File: src/rtl/pattern_tx.sv
// Serial frame transmitter: sends preamble, payload and idle-'1' guard MSB first on dout.
// A start seen on the last guard edge chains the next frame with no idle gap.
module pattern_tx #(
  parameter int unsigned       DATA_W   = 8,
  parameter int unsigned       PRE_W    = 8,
  parameter logic [PRE_W-1:0]  PREAMBLE = PRE_W'(8'b0101_0101),
  parameter int unsigned       GUARD    = 2
) (
  input  logic              clk,
  input  logic              rst,
  input  logic              start,
  input  logic [DATA_W-1:0] data,
  output logic              dout,
  output logic              busy,
  output logic              done
);

  localparam int unsigned MAX_A = (DATA_W > PRE_W) ? DATA_W : PRE_W;
  localparam int unsigned MAX_N = (MAX_A > GUARD) ? MAX_A : GUARD;
  localparam int unsigned CNT_W = $clog2(MAX_N + 1);

  typedef enum logic [1:0] {
    S_IDLE  = 2'd0,
    S_PRE   = 2'd1,
    S_DATA  = 2'd2,
    S_GUARD = 2'd3
  } state_e;

  state_e              state_q, state_d;
  logic [CNT_W-1:0]    cnt_q, cnt_d;
  logic [DATA_W-1:0]   sr_q, sr_d;
  logic                dout_q, dout_d;
  logic                busy_q, busy_d;
  logic                done_q, done_d;
  logic [PRE_W-1:0]    pre_shift;

  // State and output registers
  always_ff @(posedge clk or posedge rst) begin
    if (rst) begin
      state_q <= S_IDLE;
      cnt_q   <= '0;
      sr_q    <= '0;
      dout_q  <= 1'b1;
      busy_q  <= 1'b0;
      done_q  <= 1'b0;
    end else begin
      state_q <= state_d;
      cnt_q   <= cnt_d;
      sr_q    <= sr_d;
      dout_q  <= dout_d;
      busy_q  <= busy_d;
      done_q  <= done_d;
    end
  end

  // Next-state and next-output logic; the counter is cleared on every phase change
  always_comb begin
    state_d   = state_q;
    cnt_d     = cnt_q;
    sr_d      = sr_q;
    dout_d    = dout_q;
    busy_d    = busy_q;
    done_d    = 1'b0;
    // Preamble bit following the one currently on the line
    pre_shift = PREAMBLE << (cnt_q + CNT_W'(1));

    case (state_q)
      S_IDLE: begin
        dout_d = 1'b1;
        busy_d = 1'b0;
        if (start) begin
          state_d = S_PRE;
          cnt_d   = '0;
          sr_d    = data;
          dout_d  = PREAMBLE[PRE_W-1];
          busy_d  = 1'b1;
        end
      end
      S_PRE: begin
        if (cnt_q == CNT_W'(PRE_W - 1)) begin
          state_d = S_DATA;
          cnt_d   = '0;
          dout_d  = sr_q[DATA_W-1];
          sr_d    = sr_q << 1;
        end else begin
          cnt_d  = cnt_q + CNT_W'(1);
          dout_d = pre_shift[PRE_W-1];
        end
      end
      S_DATA: begin
        if (cnt_q == CNT_W'(DATA_W - 1)) begin
          state_d = S_GUARD;
          cnt_d   = '0;
          dout_d  = 1'b1;
        end else begin
          cnt_d  = cnt_q + CNT_W'(1);
          dout_d = sr_q[DATA_W-1];
          sr_d   = sr_q << 1;
        end
      end
      S_GUARD: begin
        dout_d = 1'b1;
        if (cnt_q == CNT_W'(GUARD - 1)) begin
          done_d = 1'b1;
          cnt_d  = '0;
          // Back-to-back request: next preamble directly follows the guard
          if (start) begin
            state_d = S_PRE;
            sr_d    = data;
            dout_d  = PREAMBLE[PRE_W-1];
            busy_d  = 1'b1;
          end else begin
            state_d = S_IDLE;
            busy_d  = 1'b0;
          end
        end else begin
          cnt_d = cnt_q + CNT_W'(1);
        end
      end
      default: begin
        state_d = S_IDLE;
        cnt_d   = '0;
        dout_d  = 1'b1;
        busy_d  = 1'b0;
      end
    endcase
  end

  assign dout = dout_q;
  assign busy = busy_q;
  assign done = done_q;

endmodule
File: config.mk
export PLATFORM = sky130hd
export DESIGN_NAME = pattern_tx
export DESIGN_NICKNAME = d
export VERILOG_FILES = /design/src/rtl/pattern_tx.sv
export SDC_FILE = /design/constraint.sdc
export NUM_CORES = 1
export LEC_CHECK = 0
export CAP_MARGIN = 20
export CORE_MARGIN = 2
export CORE_UTILIZATION = 56
export DETAILED_ROUTE_END_ITERATION = 8
export PLACE_DENSITY = 0.82
export SYNTH_ARGS = -nofsm -noshare
export SYNTH_HDL_FRONTEND = slang
export SYNTH_SLANG_ARGS = --single-unit
File: constraint.sdc
create_clock -name clk -period 2.6 [get_ports clk]
set_input_delay 0.52 -clock clk [delete_from_list [all_inputs] [get_ports clk]]
set_output_delay 0.52 -clock clk [all_outputs]
set_load 0.01 [all_outputs]
Yosys cells after proc, flatten, opt, wreduce, memory -nomap -nowiden
Cells that the tools add are included.
{"block": "totals", "out_inout_bits": 3, "wordCells": 49, "register_bits": 17, "input_bits": 11}
{"block": "op_classes", "shifts": 1, "mux": 25, "reduce_logical": 6, "addsub": 1, "eq_ne": 10}
{"cell": "$mux 8", "n": 4}
{"cell": "$pmux 8 s4", "n": 1}
{"cell": "$mux 4", "n": 3}
{"cell": "$pmux 4 s3", "n": 1}
{"cell": "$ne 2x2->1 const B", "n": 5}
{"cell": "$mux 1", "n": 9}
{"cell": "$mux 2", "n": 4}
{"cell": "$pmux 2 s4", "n": 1}
{"cell": "$shl 7x4->8 const A", "n": 1}
{"cell": "$add 4x1->4 const B", "n": 1}
{"cell": "$eq 2x2->1 const B", "n": 2}
{"cell": "$eq 4x1->1 const B", "n": 1}
{"cell": "$eq 4x3->1 const B", "n": 1}
{"cell": "$pmux 1 s4", "n": 1}
{"cell": "$reduce_and 4->1", "n": 1}
{"cell": "$reduce_and 3->1", "n": 1}
{"cell": "$eq 2x1->1 const B", "n": 1}
{"cell": "$logic_not 2->1", "n": 1}
{"cell": "$pmux 1 s2", "n": 1}
{"cell": "$reduce_and 2->1", "n": 1}
{"cell": "$reduce_bool 2->1", "n": 1}
{"cell": "$reduce_or 2->1", "n": 1}

Depth between registers and ports, before layout
Gate-level depths: netlist of the first run.
{"block": "depth", "ltp_word": 4, "mapped_depth": 7, "mapped_depth_nobuf": 6}

Least setup slack after synthesis of the first run
Ideal clock, no wire load.
{"block": "synth_timing", "kind": "register -> register", "startpoint": "register state_q[0]", "endpoint": "register state_q[1]", "n_path_buf": 0, "slack_ns": 0.848, "path_stages_with_launch": 6, "period_less_slack_ns": 1.752, "arrival_time_ns": 1.627, "setup_ns": 0.125, "required_time_ns": 2.475, "cell_sequence": "dfrtp_1 -> ha_1 -> nor4bb_4 -> or3_1 -> and3_4 -> mux2_4"}
{"block": "synth_between", "elab_chain_cells": 3, "elab_cells_between_ends": 10, "classes_between": "eq/ne (7); mux (1); reduce/logical (2)"}
{"item": "start: declaration", "line": "29", "source": "state_e state_q, state_d;"}
{"item": "start signal: assignment", "line": "47", "source": "state_q <= state_d;"}
{"item": "$eq 2x2->1, or another cell as far along", "line": "67", "source": "case (state_q)"}
{"item": "$ne 2x2->1 (no line)"}
{"item": "$reduce_and 4->1 (no line)"}
Parallel ways exist; a longest one is shown, timed or not.
A chain may end at the register's enable or synchronous reset.

Worst setup path in the final report of the first run
{"block": "layout_timing", "startpoint": "register state_q[1]", "endpoint": "register sr_q[7]"}
{"block": "layout_between", "elab_chain_cells": 3, "elab_cells_between_ends": 9, "classes_between": "eq/ne (6); mux (1); reduce/logical (2)"}
{"item": "$eq 2x2->1 or $eq 2x1->1 (tied branches)", "line": "67"}
{"item": "$ne 2x2->1 (no line)"}
{"item": "$reduce_and 3->1 (no line)"}
{"item": "end signal: assignment", "line": "49", "source": "sr_q <= sr_d;"}
{"item": "end: declaration", "line": "31", "source": "logic [DATA_W-1:0] sr_q, sr_d;"}
Parallel ways exist; a longest one is shown, timed or not.

==> summary.txt, run 1 <==
Outcome
  • Status: complete, no violations

Job
  • Max-cap violation count: 0

Global route
  • Largest net degree at the start of global routing: 18
  • First-pass GRT wire length: 3284 um
  • Tot GR Track Use: 0.2264
  • Grt ovf: 0
  • Vias in the first global route: 740
  • Initial antenna violation count: 0

Logic synthesis
  • Most used DFF post-synth: dfrtp_1
  • Yosys synthesis warning count: 0
  • Post-synth EDFFs: 0
  • Asr flop ratio synth: 1.000
  • Syn_nets: roughly 110
  • Cells after Synth: 95
  • Synth Register Bits: 17
  • Mean Syn Cell Area: 10.46 sq um
  • Post-synthesis sequential area ratio: 0.4295
  • Synthesized area: 993.5 sq um
  • Unique masters post-synth: 34

Worst setup path
  • Crit end category: flop
  • WS Path Type: reg2reg
  • R2R setup slack: 0.56 ns
  • Crit Path Max Fanout: 16
  • RR Startpoint: state_q[1]
  • CP startpoint kind: flop
  • R2R cell count: 4
  • Terminus of the critical flop-to-flop path: sr_q[7]
  • WP data required: 2.74 ns
  • Worst EP arrival: 2.18 ns

Place
  • PortBufs: 13
  • RePlAce Congestion: between 0.8 and 0.9
  • Hpwl dp: 1560 um

Min path
  • Hold Path Class: reg2reg
  • Hold Crit Start: sr_q[6]
  • Hold depth: 2
  • Hold Path End: sr_q[6]

Floorplan
  • Die area: 2127 sq um
  • Die height: about 46 um
  • Initial Utilization: 0.5881
  • Num rows: 15
  • Core Footprint: 1689 sq um
  • I/O pin cnt: 14
  • Die W: roughly 46 um

Finish
  • Sequential cell area: 426.7 sq um
  • Multi-input gate area in the final layout: 530.5 sq um
  • Net count, final: 129
  • Layout fillers: 135
  • Final Core Density: 0.6874
  • Layout area overhead: 16.88%
  • Ant. Diodes: 0
  • Fraction of layout instances using a drive strength above 1: 0.1000

Timing
  • Peak Freq: just under 500 MHz
  • Final Setup Violations: 0
  • Final worst path period share: 0.7854
  • Skew final: 0.0009955 ns
  • Setup TNS: 0 ns
  • Min cycle time layout: 2.042 ns
  • Max-slew violations: 0
  • Fin. Hold Viols: 0
  • Slew @ Worst Pin: 0.8302 ns
  • Rel. slew slack: 0.4456
  • Unrepaired setup endpoints after global routing: false

Pwr
  • Net Sw Frac: 0.4201
  • Clk pwr share: 0.095
  • Psw: 0.6262 mW
  • Comb pwr share: 0.579
  • Internal: 0.8642 mW
  • Worst vdd ir: between 600 and 700 uV
  • Lkg Pwr: 0.5167 nW
  • Sequential cell fraction of total power: 0.325
  • PwrDens: 1284 nW/um^2

Clock network
  • Clk_lat worst skew: 0.29 ns
  • Worst-path clk slew: 0.09 ns
  • CTS root buf: clkbuf_4
  • Number of cells upsized or downsized after cts: 0
  • Post-CTS Setup Inserts: 0
  • Clk buf depth: 2
  • Cts bufs inserted: 3
  • Htree depth: 1
  • Clock Sinks: 17
  • Cts hold-fix bufs: 0
  • CTS tree: built

Routing
  • Detail-routed via count per cell: 6.126
  • Via count: approximately 800
  • DR DRC count: 0
  • Routed WL: 1964 um
  • Number of iterations in the first detailed-routing pass: 4
  • Routed WL per cell: 15.46 um
  • Antenna Nets Post-Route: 0
  • DR iter-0 viols: 12
## power groups by stage
stage	Combinational, mW	Clock, mW	Sequential [mW]
2_1_floorplan	0.671	0	0.478
4_1_cts	0.874	0.145	0.485
3_5_place_dp	0.868	0	0.491
6_report	0.864	0.142	0.485
3_3_place_gp	0.831	0	0.483
5_1_grt	0.958	0.159	0.500
## flip-flops by register name (all words and copies together), names as in the netlist
name and flops:
state_q 2, done 1, busy 1, dout 1, sr_q 8, cnt_q 4
## cells in the final DEF (no fill, tap or decap), types with 2 or more instances in the layout
| cell type | count |
|---|---|
| a21oi_1 | 2 |
| clkbuf_4 | 3 |
| clkdlybuf4s50_1 | 13 |
| dfrtp_1 | 16 |
| ha_1 | 7 |
| inv_1 | 7 |
| mux2i_1 | 8 |
| nand2_1 | 11 |
| nand2b_1 | 2 |
| nor2_1 | 4 |
| o21ai_0 | 10 |
| o22ai_1 | 2 |
| or3_1 | 2 |
## kinds of logic (layout without fill, tap and decap cells)
group / after synthesis / after routing / synth area share
simple gates: 29 / 29 / 0.1839
mux: 10 / 10 / 0.1071
buf+inv: 9 / 24 / 0.03653
xor+xnor: 1 / 1 / 0.008818
compound gates: 22 / 22 / 0.1461
flops: 17 / 17 / 0.4295
fa+ha+maj: 7 / 7 / 0.08816
## layer usage
layer  part of all wire  track usage
met3              0.033      0.05882
met2               0.52       0.3722
met1               0.43       0.2843
met4              0.014      0.08571
met5                  0            0
## worst max-delay path, cell delays in order, from the launching register on
cell      delay [ns]
dfrtp_1         0.42
ha_1            0.35
nor2_1          0.13
o311ai_2        0.76
o21ai_0         0.23
## through the flow
stage	hold WS (ns)	cells	power (mW)	area (sq um)	worst slack (ns)
after floorplan	0.4453	95	1.148	993.5	0.8477
after global placement	0.4678	123	1.314	1135	0.6076
after detailed placement	0.4755	123	1.359	1135	0.5716
after CTS	0.4971	127	1.504	1161	0.5440
after global routing	0.5165	127	1.617	1161	0.3374
final	0.4985	127	1.490	1161	0.5579
## Yosys cell counts, types with 2 or more instances
library cell | n | area share
a21oi_1 | 2 | 0.010
buf_2 | 2 | 0.010
dfrtp_1 | 16 | 0.40
ha_1 | 7 | 0.088
inv_1 | 7 | 0.026
mux2i_1 | 8 | 0.081
nand2_1 | 11 | 0.042
nand2b_1 | 2 | 0.013
nor2_1 | 4 | 0.015
o21ai_0 | 10 | 0.050
o22ai_1 | 2 | 0.013
or3_1 | 2 | 0.013
## worst max-delay path by stage
| stage | slack, ns | startpoint | endpoint | cells past startpoint |
|---|---|---|---|---|
| 6_report | 0.56 | state_q[1] | sr_q[7] | 4 |
| 3_5_place_dp | 0.57 | start | state_q[1] | 4 |
| 4_1_cts | 0.54 | state_q[0] | sr_q[7] | 4 |
| 2_1_floorplan | 0.85 | state_q[0] | state_q[1] | 5 |
| 3_3_place_gp | 0.61 | start | state_q[1] | 4 |
| 5_1_grt | 0.34 | state_q[1] | sr_q[5] | 4 |
## final cells by class
class,count,share of cell area
clock buffer,4,0.02263
inverter,7,0.02263
multi-input combinational,69,0.4569
sequential,17,0.3675
tap,17,0.01832
timing repair buffer,13,0.1121
Power figures use the tool's default switching activity.
==> inputs of run 2 (changes only) <==
--- a/config.mk
+++ b/config.mk
@@ -7,9 +7,9 @@
 export LEC_CHECK = 0
 export CAP_MARGIN = 20
 export CORE_MARGIN = 2
-export CORE_UTILIZATION = 56
+export CORE_UTILIZATION = 52
 export DETAILED_ROUTE_END_ITERATION = 8
-export PLACE_DENSITY = 0.82
+export PLACE_DENSITY = 0.77
 export SYNTH_ARGS = -nofsm -noshare
 export SYNTH_HDL_FRONTEND = slang
 export SYNTH_SLANG_ARGS = --single-unit
==> constraint.sdc (replaced) <==
create_clock -name clk -period 2 [get_ports clk]
set_input_delay 0.4 -clock clk [delete_from_list [all_inputs] [get_ports clk]]
set_output_delay 0.4 -clock clk [all_outputs]
set_load 0.01 [all_outputs]
==> summary.txt, run 2 (synthesis results as in run 1) <==
Finish
  • Top reg by flops: sr_q (unchanged)
  • Layout Cells excl Fill: 140 (was 127)
  • Fraction of layout instances using a drive strength above 1: 0.1478 (was 0.1000)
  • Leading cell type in the layout, fill and taps excluded: dfrtp_1 (unchanged)
  • Most frequent cells in the layout: dfrtp_1, clkdlybuf4s50_1, nand2_1 (unchanged)
  • Design area: 1210 sq um (was 1161 sq um)
  • Layout area overhead: 21.79% (was 16.88%)
  • Ant. Diodes: 0 (unchanged)
  • Largest register FFs: 8 (unchanged)
  • Net count, final: 134 (was 129)
  • Regs by FF count: sr_q (8), cnt_q (4), state_q (2) (unchanged)

Global route
  • Grt ovf: 0 (unchanged)
  • Vias in the first global route: 727 (was 740)
  • Initial antenna violation count: 0 (unchanged)
  • First-pass GRT wire length: 3305 um (was 3284 um)
  • Largest net degree at the start of global routing: 18 (unchanged)
  • Tot GR Track Use: 0.2079 (was 0.2264)

Timing
  • Unrepaired setup endpoints after global routing: false (unchanged)
  • Skew final: 0.004900 ns (was 0.0009955 ns)
  • Peak Freq: 531.0 MHz (was 489.7 MHz)
  • Slew @ Worst Pin: 0.6308 ns (was 0.8302 ns)
  • Fin. Hold Viols: 0 (unchanged)
  • Setup TNS: 0 ns (unchanged)
  • Final worst path period share: 0.9417 (was 0.7854)
  • Rel. slew slack: 0.5790 (was 0.4456)
  • Min cycle time layout: 1.883 ns (was 2.042 ns)
  • Final WS setup: 0.1166 ns (was 0.5579 ns)
  • Final Setup Violations: 0 (unchanged)
  • Max-slew violations: 0 (unchanged)

Floorplan
  • Die area: 2276 sq um (was 2127 sq um)
  • Initial Utilization: 0.5631 (was 0.5881)
  • Core Footprint: 1764 sq um (was 1689 sq um)
  • I/O pin cnt: 14 (unchanged)
  • Die height: 47.71 um (was 46.12 um)
  • Die W: 47.71 um (was 46.12 um)
  • Num rows: 15 (unchanged)

Pwr
  • Worst vdd ir: 956.9 uV (was 695.9 uV)
  • PwrDens: 1682 nW/um^2 (was 1284 nW/um^2)
  • Final Power: 2.035 mW (was 1.490 mW)
  • Lkg Pwr: 0.5433 nW (was 0.5167 nW)

Clock network
  • Number of cells upsized or downsized after cts: 0 (unchanged)
  • CTS tree: built (unchanged)
  • CTS root buf: clkbuf_4 (unchanged)
  • Clk_lat worst skew: 0.29 ns (about the same)
  • Cts hold-fix bufs: 0 (unchanged)
  • Clk buf depth: 2 (unchanged)
  • Clock Sinks: 17 (unchanged)
  • Cts bufs inserted: 3 (unchanged)
  • Htree depth: 1 (unchanged)
  • Post-CTS Setup Inserts: 0 (unchanged)
  • Worst-path clk slew: 0.10 ns (was 0.09 ns)

Routing
  • DR iter-0 viols: 34 (was 12)
  • Via count: 773 (was 778)
  • Antenna Nets Post-Route: 0 (unchanged)
  • Number of iterations in the first detailed-routing pass: 4 (unchanged)
  • DR DRC count: 0 (unchanged)
  • Routed WL per cell: 14.61 um (was 15.46 um)
  • Routed WL: 2045 um (was 1964 um)
  • Detail-routed via count per cell: 5.521 (was 6.126)

Worst setup path
  • CP startpoint kind: flop (unchanged)
  • Terminus of the critical flop-to-flop path: state_q[1] (was sr_q[7])
  • RR Startpoint: cnt_q[0] (was state_q[1])
  • Crit end category: flop (unchanged)
  • R2R setup slack: 0.12 ns (was 0.56 ns)
  • Crit Path Max Fanout: 5 (was 16)
  • WP data required: 2.19 ns (was 2.74 ns)
  • R2R cell count: 5 (was 4)
  • Slowest-stage cell, CP: dfrtp_1 (was o311ai_2)
  • Worst EP arrival: 2.07 ns (was 2.18 ns)
  • CP Cell Sequence: ha_1, nor4bb_4, or3_1, and3_4, mux2_4 (was ha_1, nor2_1, o311ai_2, o21ai_0)
  • WS Path Type: reg2reg (unchanged)
  • CP peak stage delay: 0.44 ns (was 0.76 ns)

Place
  • Placed Instances: 136 (was 123)
  • Post-Place Cell Area: 1182 sq um (was 1135 sq um)
  • RePlAce Congestion: 0.8346 (was 0.8559)
  • PortBufs: 13 (unchanged)
  • Hpwl dp: 1474 um (was 1560 um)
  • Pre-CTS WS: 0.1493 ns (was 0.5716 ns)

Job
  • Max-cap violation count: 0 (unchanged)

Outcome
  • Status: complete, no violations (unchanged)

Min path
  • Hold Path Class: in2async (was reg2reg)
[run 2: cell types whose count changed in the layout (fill, tap and decap cells not counted), sizes merged]
cell,delta
clkinv,+1
buf,+5
clkbuf,-1
[run 2: where the power goes]
part	switching, mW	total [mW]	internal (mW)
registers	0.115	0.626	0.511
logic	0.631	1.22	0.592
clock network	0.112	0.186	0.0743
[run 2: how the worst max path moves through the flow]
stage | from | end | slack, ns | depth (start not counted)
global route | cnt_q[0] | state_q[1] | 0.02 | 5
global placement | cnt_q[0] | state_q[1] | 0.21 | 5
detailed placement | cnt_q[0] | state_q[1] | 0.15 | 5
CTS | cnt_q[0] | state_q[1] | 0.12 | 5
finish | cnt_q[0] | state_q[1] | 0.12 | 5
floorplan | state_q[0] | state_q[1] | 0.25 | 5
[run 2: metrics by stage]
stage | hold slack [ns] | util
6_report | 0.4827 | 0.6858
5_1_grt | 0.5269 | 0.6858
4_1_cts | 0.4938 | 0.6858
3_5_place_dp | 0.4704 | 0.6702
3_3_place_gp | 0.4641 | 0.6702
2_1_floorplan | 0.3253 | -
[run 2: cell type report]
type	instances	area, sq um
Tap cell	25	31.28
Multi-Input combinational cell	69	530.5
Timing Repair Buffer	18	167.7
Sequential cell	17	426.7
Clock buffer	3	22.52
Clock inverter	1	5.005
Inverter	7	26.28
Fill cell	154	554.3
[run 2: routing by layer]
layer	share of wire	up-vias	track usage	wire, um
met5	0	-	0	0
met4	0.0059	0	0.08108	12
met3	0.038	2	0.04151	78
met2	0.49	18	0.3067	997
met1	0.47	371	0.2995	957
li1	-	382	-	-
[run 2: worst max-delay path: cells and delay by family (launching register included)]
| kind | cells | cell delay (ns) |
|---|---|---|
| adder cells (fa/ha/maj) | 1 | 0.27 |
| flip-flops | 1 | 0.44 |
| AND/OR/NAND/NOR | 3 | 0.79 |
| multiplexers | 1 | 0.29 |
==> inputs of run 3 (changes only) <==
==> constraint.sdc (replaced) <==
create_clock -name clk -period 2.03 [get_ports clk]
set_input_delay 0.406 -clock clk [delete_from_list [all_inputs] [get_ports clk]]
set_output_delay 0.406 -clock clk [all_outputs]
set_load 0.01 [all_outputs]
==> summary.txt, run 3 (synthesis results as in run 1) <==
Finish
  • Layout area overhead: 22.54% (was 21.79%)
  • Largest register FFs: 8 (unchanged)
  • Fraction of layout instances using a drive strength above 1: 0.1552 (was 0.1478)
  • Net count, final: 135 (was 134)
  • Leading cell type in the layout, fill and taps excluded: dfrtp_1 (unchanged)
  • Ant. Diodes: 0 (unchanged)
  • Design area: 1217 sq um (was 1210 sq um)
  • Most frequent cells in the layout: dfrtp_1, clkdlybuf4s50_1, nand2_1 (unchanged)
  • Regs by FF count: sr_q (8), cnt_q (4), state_q (2) (unchanged)
  • Layout Cells excl Fill: 141 (was 140)
  • Top reg by flops: sr_q (unchanged)

Global route
  • Initial antenna violation count: 0 (unchanged)
  • First-pass GRT wire length: 3312 um (was 3305 um)
  • Tot GR Track Use: 0.2121 (was 0.2079)
  • Vias in the first global route: 736 (was 727)
  • Grt ovf: 0 (unchanged)
  • Largest net degree at the start of global routing: 18 (unchanged)

Timing
  • Max-slew violations: 0 (unchanged)
  • Final Setup Violations: 0 (unchanged)
  • Slew @ Worst Pin: 0.6686 ns (was 0.6308 ns)
  • Rel. slew slack: 0.5537 (was 0.5790)
  • Peak Freq: 509.0 MHz (was 531.0 MHz)
  • Min cycle time layout: 1.965 ns (was 1.883 ns)
  • Final WS setup: 0.06549 ns (was 0.1166 ns)
  • Final worst path period share: 0.9677 (was 0.9417)
  • Fin. Hold Viols: 0 (unchanged)
  • Skew final: 0.008449 ns (was 0.004900 ns)

Place
  • Post-Place Cell Area: 1175 sq um (was 1182 sq um)
  • Placed Instances: 135 (was 136)
  • Hpwl dp: 1503 um (was 1474 um)
  • Pre-CTS WS: 0.1154 ns (was 0.1493 ns)
  • RePlAce Congestion: 0.8193 (was 0.8346)
  • PortBufs: 13 (unchanged)

Clock network
  • CTS root buf: clkbuf_4 (unchanged)
  • Worst-path clk slew: 0.10 ns (about the same)
  • Number of cells upsized or downsized after cts: 0 (unchanged)
  • Htree depth: 1 (unchanged)
  • Clk_lat worst skew: 0.31 ns (was 0.29 ns)
  • Clk buf depth: 2 (unchanged)
  • CTS tree: built (unchanged)
  • Clock Sinks: 17 (unchanged)
  • Cts bufs inserted: 3 (unchanged)

Pwr
  • Worst vdd ir: 837.4 uV (was 956.9 uV)
  • Lkg Pwr: 0.5496 nW (was 0.5433 nW)
  • PwrDens: 1632 nW/um^2 (was 1682 nW/um^2)
  • Net Sw Frac: 0.4208 (was 0.4214)
  • Sequential cell fraction of total power: 0.313 (was 0.308)
  • Psw: 0.8357 mW (was 0.8577 mW)
  • Clk pwr share: 0.094 (was 0.091)
  • Internal: 1.151 mW (was 1.177 mW)
  • Comb pwr share: 0.593 (was 0.601)

Routing
  • Antenna Nets Post-Route: 0 (unchanged)
  • Detail-routed via count per cell: 5.660 (was 5.521)
  • Routed WL per cell: 14.66 um (was 14.61 um)
  • DR iter-0 viols: 31 (was 34)
  • Number of iterations in the first detailed-routing pass: 4 (unchanged)
  • DR DRC count: 0 (unchanged)
  • Via count: 798 (was 773)
  • Routed WL: 2067 um (was 2045 um)

Worst setup path
  • Crit end category: flop (unchanged)
  • WP data required: 2.22 ns (was 2.19 ns)
  • CP startpoint kind: flop (unchanged)
  • Worst EP arrival: 2.15 ns (was 2.07 ns)
  • WS Path Type: reg2reg (unchanged)
  • R2R setup slack: 0.07 ns (was 0.12 ns)
  • Crit Path Max Fanout: 6 (was 5)

Floorplan
  • Num rows: 15 (unchanged)
  • Die height: 47.71 um (unchanged)
  • Die area: 2276 sq um (unchanged)
  • I/O pin cnt: 14 (unchanged)
  • Die W: 47.71 um (unchanged)
  • Core Footprint: 1764 sq um (unchanged)
  • Initial Utilization: 0.5631 (unchanged)

Min path
  • Hold Path Class: in2async (unchanged)

Job
  • Max-cap violation count: 0 (unchanged)

Outcome
  • Status: complete, no violations (unchanged)
[run 3: routing by layer]
metal | up-vias | global-route usage | share of wire
met5 | - | 0 | 0
met4 | 0 | 0.1243 | 0.021
met3 | 5 | 0.03019 | 0.036
met2 | 22 | 0.3387 | 0.47
met1 | 386 | 0.2725 | 0.47
li1 | 385 | - | -
[run 3: path summary, 6_finish.rpt]
kind | start | to | depth (start not counted)
worst max-delay path | state_q[1] | state_q[1] | 5
worst min-delay path | rst | cnt_q[2] | 2
worst max register to register | state_q[1] | state_q[1] | 5
worst min register to register | sr_q[4] | sr_q[4] | 2
max in group asynchronous | rst | cnt_q[0] | 2
min in group clk | sr_q[4] | sr_q[4] | 2
[run 3: area by class of cell]
cell class | instances | area, sq um
Tap cell | 25 | 31.28
Clock inverter | 1 | 5.005
Fill cell | 142 | 546.8
Timing Repair Buffer | 19 | 175.2
Inverter | 7 | 26.28
Clock buffer | 3 | 22.52
Sequential cell | 17 | 426.7
Multi-Input combinational cell | 69 | 530.5
[run 3: per-stage QoR]
| step | TNS (ns) | power, mW | hold slack, ns | util |
|---|---|---|---|---|
| after floorplan | 0 | 1.471 | 0.3313 | - |
| after global placement | 0 | 1.747 | 0.4643 | 0.6660 |
| after detailed placement | 0 | 1.796 | 0.4707 | 0.6660 |
| after CTS | 0 | 1.987 | 0.5032 | 0.6816 |
| after global routing | -0.007040 | 2.145 | 0.5212 | 0.6901 |
| final | 0 | 1.986 | 0.4957 | 0.6901 |
[run 3: power by group through the flow]
stage / combinational, mW / clock (mW) / sequential (mW)
final: 1.18 / 0.186 / 0.622
after global routing: 1.31 / 0.195 / 0.640
after detailed placement: 1.17 / 0 / 0.626
after CTS: 1.18 / 0.189 / 0.618
after global placement: 1.13 / 0 / 0.613
after floorplan: 0.859 / 0 / 0.612
[run 3: timing repair]
item / in CTS / in global routing
setup buffers: 0 / 2
hold buffers: 0 / 0
endpoints found under the setup margin: 0 / 1
[run 3: worst max-delay path, stage by stage, from the launching register on]
cell and delay [ns]:
dfrtp_1 0.46, ha_1 0.30, nor4bb_4 0.41, or3_1 0.19
and3_4 0.20, mux2_4 0.30
